**config.mk**
```make
export PLATFORM = sky130hd
export DESIGN_NAME = menu_controller
export DESIGN_NICKNAME = d
export VERILOG_FILES = /design/src/rtl/menu_controller.sv
export SDC_FILE = /design/constraint.sdc
export NUM_CORES = 1
export LEC_CHECK = 0
export CAP_MARGIN = 20
export CORE_MARGIN = 3
export CORE_UTILIZATION = 30
export CTS_CLUSTER_SIZE = 40
export DETAILED_ROUTE_END_ITERATION = 6
export HOLD_SLACK_MARGIN = 0.15
export REMOVE_ABC_BUFFERS = 1
export SYNTH_ARGS = -nofsm -noshare
export SYNTH_HDL_FRONTEND = slang
export SYNTH_SLANG_ARGS = --single-unit
```
**constraint.sdc**
```tcl
create_clock -name clk -period 4.3 [get_ports clk]
set_input_delay 0.86 -clock clk [delete_from_list [all_inputs] [get_ports clk]]
set_output_delay 0.86 -clock clk [all_outputs]
set_load 0.02 [all_outputs]
```
**src/rtl/menu_controller.sv**
```systemverilog
// menu_controller: front-panel input stage for the 7-seg Interface.
// Three raw push-buttons are synchronised and debounced into one-cycle
// up/down/ok pulses. A two-state menu FSM walks a cursor over six items
// (MIC, I2S, ECHO, HPF, LPF, PITCH) and applies the item under the cursor
// on ok. After each apply the FSM ignores buttons for a short lock-out.
`timescale 1ns/1ps

module menu_controller #(
    parameter int DEBOUNCE_CYCLES = 250000,
    parameter int CNT_W           = 18,
    parameter int CONFIRM_CYCLES  = 25000000,
    parameter int LOCK_W          = 25
) (
    input  logic       clk,
    input  logic       rst_n,
    input  logic       btn_up,
    input  logic       btn_down,
    input  logic       btn_ok,
    output logic       up,
    output logic       down,
    output logic       ok,
    output logic [2:0] cursor,
    output logic       locked,
    output logic       mic_en,
    output logic       i2s_en,
    output logic       echo_en,
    output logic       high_pass_en,
    output logic       low_pass_en,
    output logic       pitch_en
);

    typedef enum logic {
        BROWSE = 1'b0,
        LOCK   = 1'b1
    } state_t;

    localparam logic [CNT_W-1:0]  DB_MAX    = CNT_W'(DEBOUNCE_CYCLES - 1);
    localparam logic [LOCK_W-1:0] LOCK_MAX  = LOCK_W'(CONFIRM_CYCLES - 1);
    localparam logic [2:0]        LAST_ITEM = 3'd5;

    // Button lanes are packed as bit 0 = up, bit 1 = down, bit 2 = ok.
    logic [2:0]       btn_raw;
    logic [2:0]       sync1_q, sync1_d;
    logic [2:0]       sync2_q, sync2_d;
    logic [2:0]       stable_q, stable_d;
    logic [2:0]       prev_q, prev_d;
    logic [2:0]       pulse_q, pulse_d;
    logic [CNT_W-1:0] cnt_q [3];
    logic [CNT_W-1:0] cnt_d [3];

    state_t           state_q, state_d;
    logic [2:0]       cursor_q, cursor_d;
    logic [LOCK_W-1:0] lock_cnt_q, lock_cnt_d;
    logic             locked_q, locked_d;
    logic             mic_q, mic_d;
    logic             i2s_q, i2s_d;
    logic             echo_q, echo_d;
    logic             hpf_q, hpf_d;
    logic             lpf_q, lpf_d;
    logic             pitch_q, pitch_d;

    logic             up_p, down_p, ok_p;

    assign btn_raw = {btn_ok, btn_down, btn_up};
    assign up_p    = pulse_q[0];
    assign down_p  = pulse_q[1];
    assign ok_p    = pulse_q[2];

    // Synchronise, debounce and edge-detect each button lane.
    always_comb begin
        sync1_d  = btn_raw;
        sync2_d  = sync1_q;
        stable_d = stable_q;
        prev_d   = stable_q;
        pulse_d  = stable_q & ~prev_q;
        for (int i = 0; i < 3; i++) begin
            cnt_d[i] = '0;
            if (sync2_q[i] != stable_q[i]) begin
                if (cnt_q[i] == DB_MAX) begin
                    stable_d[i] = sync2_q[i];
                    cnt_d[i]    = '0;
                end else begin
                    cnt_d[i] = cnt_q[i] + 1'b1;
                end
            end
        end
    end

    // Input-path registers.
    always_ff @(posedge clk or negedge rst_n) begin
        if (!rst_n) begin
            sync1_q  <= '0;
            sync2_q  <= '0;
            stable_q <= '0;
            prev_q   <= '0;
            pulse_q  <= '0;
            for (int i = 0; i < 3; i++) begin
                cnt_q[i] <= '0;
            end
        end else begin
            sync1_q  <= sync1_d;
            sync2_q  <= sync2_d;
            stable_q <= stable_d;
            prev_q   <= prev_d;
            pulse_q  <= pulse_d;
            for (int i = 0; i < 3; i++) begin
                cnt_q[i] <= cnt_d[i];
            end
        end
    end

    // Menu FSM: ok applies the item and locks; up/down move the cursor with wrap.
    always_comb begin
        state_d    = state_q;
        cursor_d   = cursor_q;
        lock_cnt_d = lock_cnt_q;
        mic_d      = mic_q;
        i2s_d      = i2s_q;
        echo_d     = echo_q;
        hpf_d      = hpf_q;
        lpf_d      = lpf_q;
        pitch_d    = pitch_q;
        case (state_q)
            BROWSE: begin
                if (ok_p) begin
                    case (cursor_q)
                        3'd0: begin
                            mic_d = 1'b1;
                            i2s_d = 1'b0;
                        end
                        3'd1: begin
                            mic_d = 1'b0;
                            i2s_d = 1'b1;
                        end
                        3'd2: begin
                            echo_d  = ~echo_q;
                            hpf_d   = 1'b0;
                            lpf_d   = 1'b0;
                            pitch_d = 1'b0;
                        end
                        3'd3: begin
                            echo_d  = 1'b0;
                            hpf_d   = ~hpf_q;
                            lpf_d   = 1'b0;
                            pitch_d = 1'b0;
                        end
                        3'd4: begin
                            echo_d  = 1'b0;
                            hpf_d   = 1'b0;
                            lpf_d   = ~lpf_q;
                            pitch_d = 1'b0;
                        end
                        default: begin
                            echo_d  = 1'b0;
                            hpf_d   = 1'b0;
                            lpf_d   = 1'b0;
                            pitch_d = ~pitch_q;
                        end
                    endcase
                    lock_cnt_d = LOCK_MAX;
                    state_d    = LOCK;
                end else if (up_p && !down_p) begin
                    cursor_d = (cursor_q >= LAST_ITEM) ? 3'd0 : cursor_q + 3'd1;
                end else if (down_p && !up_p) begin
                    cursor_d = (cursor_q == 3'd0) ? LAST_ITEM : cursor_q - 3'd1;
                end
            end
            LOCK: begin
                if (lock_cnt_q == '0) begin
                    state_d = BROWSE;
                end else begin
                    lock_cnt_d = lock_cnt_q - 1'b1;
                end
            end
            default: begin
                state_d = BROWSE;
            end
        endcase
        locked_d = (state_d == LOCK);
    end

    // FSM and output registers.
    always_ff @(posedge clk or negedge rst_n) begin
        if (!rst_n) begin
            state_q    <= BROWSE;
            cursor_q   <= 3'd0;
            lock_cnt_q <= '0;
            locked_q   <= 1'b0;
            mic_q      <= 1'b1;
            i2s_q      <= 1'b0;
            echo_q     <= 1'b0;
            hpf_q      <= 1'b0;
            lpf_q      <= 1'b0;
            pitch_q    <= 1'b0;
        end else begin
            state_q    <= state_d;
            cursor_q   <= cursor_d;
            lock_cnt_q <= lock_cnt_d;
            locked_q   <= locked_d;
            mic_q      <= mic_d;
            i2s_q      <= i2s_d;
            echo_q     <= echo_d;
            hpf_q      <= hpf_d;
            lpf_q      <= lpf_d;
            pitch_q    <= pitch_d;
        end
    end

    assign up           = up_p;
    assign down         = down_p;
    assign ok           = ok_p;
    assign cursor       = cursor_q;
    assign locked       = locked_q;
    assign mic_en       = mic_q;
    assign i2s_en       = i2s_q;
    assign echo_en      = echo_q;
    assign high_pass_en = hpf_q;
    assign low_pass_en  = lpf_q;
    assign pitch_en     = pitch_q;

endmodule

```
==> flow_metrics.env <==
export IMPL_status="finished, final reports clean"
export IMPL_cp_arrival_ns=1.70
export IMPL_post_route_cell_area_um2=5810
export IMPL_dp_slack_ns=2.09
export IMPL_wl_met3_um=380
export IMPL_yosys_warnings=0
export IMPL_cts_sinks=104
export IMPL_crit_fanout=43
export IMPL_n_antenna_cell=0
export IMPL_synthArstFlopShare_pct=100
export IMPL_area_delta_synth_final_pct=12.4
export IMPL_yosysMostFrequentCell="dfrtp_1"
export IMPL_wirelength_met1_um=4580
export IMPL_endpoint="locked"
export IMPL_clk_pin_slew_ns=0.07
export IMPL_drtIter0Drc=224
export IMPL_layout_min_cycle_time_ns=2.56
export IMPL_grt_pass1_vias=3686
export IMPL_synth_edf_count=0
export IMPL_cts_tree="done"
export IMPL_p_comb_share_pct=2.5
export IMPL_ys_ff_latch=104
export IMPL_antenna_found_initial=0
export IMPL_yosys_top_cells_count="103 x dfrtp_1, 101 x nor2_1, 35 x xnor2_1"
export IMPL_wl_met2_um=4450
export IMPL_cts_root_buf="clkbuf_16"
export IMPL_clkPwrFrac_pct=42.3
export IMPL_vdd_ir_drop_max_uv=214
export IMPL_n_fill_cell=1703
export IMPL_grt_total_usage_pct=11.1
export IMPL_fin_nets=556
export IMPL_hpwl_um=6430
export IMPL_end_kind="output pin"
export IMPL_power_frac_seq_pct=55.2
export IMPL_drt_wl_total_um=9530
export IMPL_ios=18
export IMPL_syn_area_per_cell_um2=9.90
export IMPL_synth_top_area_share_pct=49.9
export IMPL_critPathKind="reg2out"
export IMPL_ys_types=54
export IMPL_hold_depth=0
export IMPL_finalHoldViolCount=0
export IMPL_rr_startpoint="cnt_q[8]$_DFF_PN0_"
export IMPL_finalSetupViolCount=0
export IMPL_power_internal_mw=1.42
export IMPL_port_buffers=17
export IMPL_power_density_nw_per_um2=310
export IMPL_highest_layer="met4"
export IMPL_start_kind="flop"
export IMPL_tns_ns=0
export IMPL_grt_pass1_wl_um=17000
export IMPL_max_freq_mhz=390
export IMPL_rrSetupSlack_ns=2.16
export IMPL_yosysTopAreaCell="dfrtp_1"
export IMPL_period_share_pct=59.6
export IMPL_setup_ws_ns=1.74
export IMPL_netlist_area_um2=5170
export IMPL_post_route_util_pct=34.8
export IMPL_rsz0062_at_grt="no"
export IMPL_cts_resized=0
export IMPL_final_antenna_net_count=0
export IMPL_power_share_switching_pct=21.3
export IMPL_fin_skew_ns=0.00914
export IMPL_cts_post_setup_buffers_inserted=0
export IMPL_gp_congestion=0.781
export IMPL_switching_power_uw=385
export IMPL_routedWlPerCell_um=12.5
export IMPL_reg2reg_depth=4
export IMPL_hold_class="reg2reg"
export IMPL_regToRegEndpoint="cnt_q[6]$_DFF_PN0_"
export IMPL_drive_above_1_share_pct=6.28
export IMPL_cts_hold_buffers_added=0
export IMPL_insertion_delay_ns=0.34
export IMPL_p_leak_nw=2.49
export IMPL_grt_ovfl_total=0
export IMPL_placed_area_um2=5530
export IMPL_cap_viol_max_count=0
export IMPL_rows=47
export IMPL_netlist_instances=522
export IMPL_cts_buffers=9
export IMPL_slew_headroom_pct=42.4
export IMPL_ys_flop_type="dfrtp_1"
export IMPL_crit_start="locked$_DFF_PN0_"
export IMPL_crit_required_ns=3.44
export IMPL_slew_violations=0
export IMPL_via_per_inst=4.83
export IMPL_dr_total_vias=3676
export IMPL_htreeDepth=3
export IMPL_synth_seq_area_share_pct=50.4
export IMPL_synth_area_leaders="dfrtp_1 50%, nor2_1 7.3%, xnor2_1 5.9%, ha_1 3.1%, xor2_1 2.9%"
export IMPL_die_w_um=137
export IMPL_clk_path_buf_depth=2
export IMPL_coreArea_um2=16700
export IMPL_die_y_um=137
export IMPL_dr_pass1_iters=4
export IMPL_grt_max_degree=67
export IMPL_tightest_slew_ns=0.864
export IMPL_initial_utilization_pct=31.0
export IMPL_die_area_um2=18800
export IMPL_drcViolationCount=0
[critical path, cell delays in order (launching register included)]
cell             delay, ns
dfrtp_1               0.32
buf_4                 0.35
clkdlybuf4s50_1       0.68
[how the worst min path moves through the flow]
stage | startpoint | to
finish | sync1_q[2]$_DFF_PN0_ | sync2_q[2]$_DFF_PN0_
global route | sync1_q[1]$_DFF_PN0_ | sync2_q[1]$_DFF_PN0_
CTS | sync1_q[2]$_DFF_PN0_ | sync2_q[2]$_DFF_PN0_
detailed placement | sync1_q[2]$_DFF_PN0_ | sync2_q[2]$_DFF_PN0_
global placement | sync1_q[2]$_DFF_PN0_ | sync2_q[2]$_DFF_PN0_
floorplan | sync1_q[0]$_DFF_PN0_ | sync2_q[0]$_DFF_PN0_
[area by class of cell]
type | instances | area, um2 | share of cell area (%)
inverter | 22 | 82.6 | 1.42
sequential | 104 | 2600 | 44.8
tap | 220 | 275 | 4.74
timing repair buffer | 21 | 198 | 3.40
clock buffer | 12 | 256 | 4.41
clock inverter | 2 | 16.3 | 0.280
multi-input combinational | 380 | 2380 | 41.0
[metrics by stage]
| stage | cells | total power, mW | hold WS [ns] |
|---|---|---|---|
| after floorplan | 506 | 1.03 | 0.331 |
| after global placement | 746 | 1.06 | 0.340 |
| after detailed placement | 746 | 1.06 | 0.337 |
| after CTS | 760 | 1.84 | 0.352 |
| after global routing | 761 | 1.88 | 0.370 |
| final | 761 | 1.80 | 0.351 |
[cell usage in the layout, fill, tap and decap left out, types with 14 or more instances in the layout]
cell type	n
clkdlybuf4s50_1	16
nand4_1	18
xor2_1	17
xnor2_1	35
nor3_1	14
dfrtp_1	103
nand3_1	27
nor2_1	101
nand2_1	34
inv_1	22
[metal layers]
metal  GRT usage, %  vias to the layer above
li1               -                     1832
met1           14.3                     1790
met2           17.9                       45
met3           3.47                        9
met4           3.22                        0
met5              0                        -
[state kept, by name, summed over array words and instances (netlist names), 3 cells and up]
name        flops
sync1_q         3
prev_q          3
prev_d          3
cnt_q          54
pulse_q         3
sync2_q         3
cursor          3
lock_cnt_q     25
[cell families (layout without fill, tap and decap cells)]
family / count (synthesis) / in the layout / share of synthesized area, %
AOI/OAI and AO/OA: 43 / 43 / 5.54
xor gates and xnor gates: 52 / 52 / 8.81
adders and majority gates: 13 / 13 / 3.15
buffers and inverters: 38 / 57 / 3.58
DFF: 104 / 104 / 50.4
muxes: 15 / 15 / 2.98
and+or+nand+nor: 257 / 257 / 25.6
[power groups by stage]
stage                     clock network, mW  registers (mW)  logic [mW]
final                                 0.763           0.996      0.0458
after global routing                  0.831           0.997      0.0546
after CTS                             0.799           0.996      0.0486
after detailed placement                  0            1.01      0.0483
after global placement                    0            1.01      0.0465
after floorplan                           0            1.01      0.0183
Power figures use the tool's default switching activity.
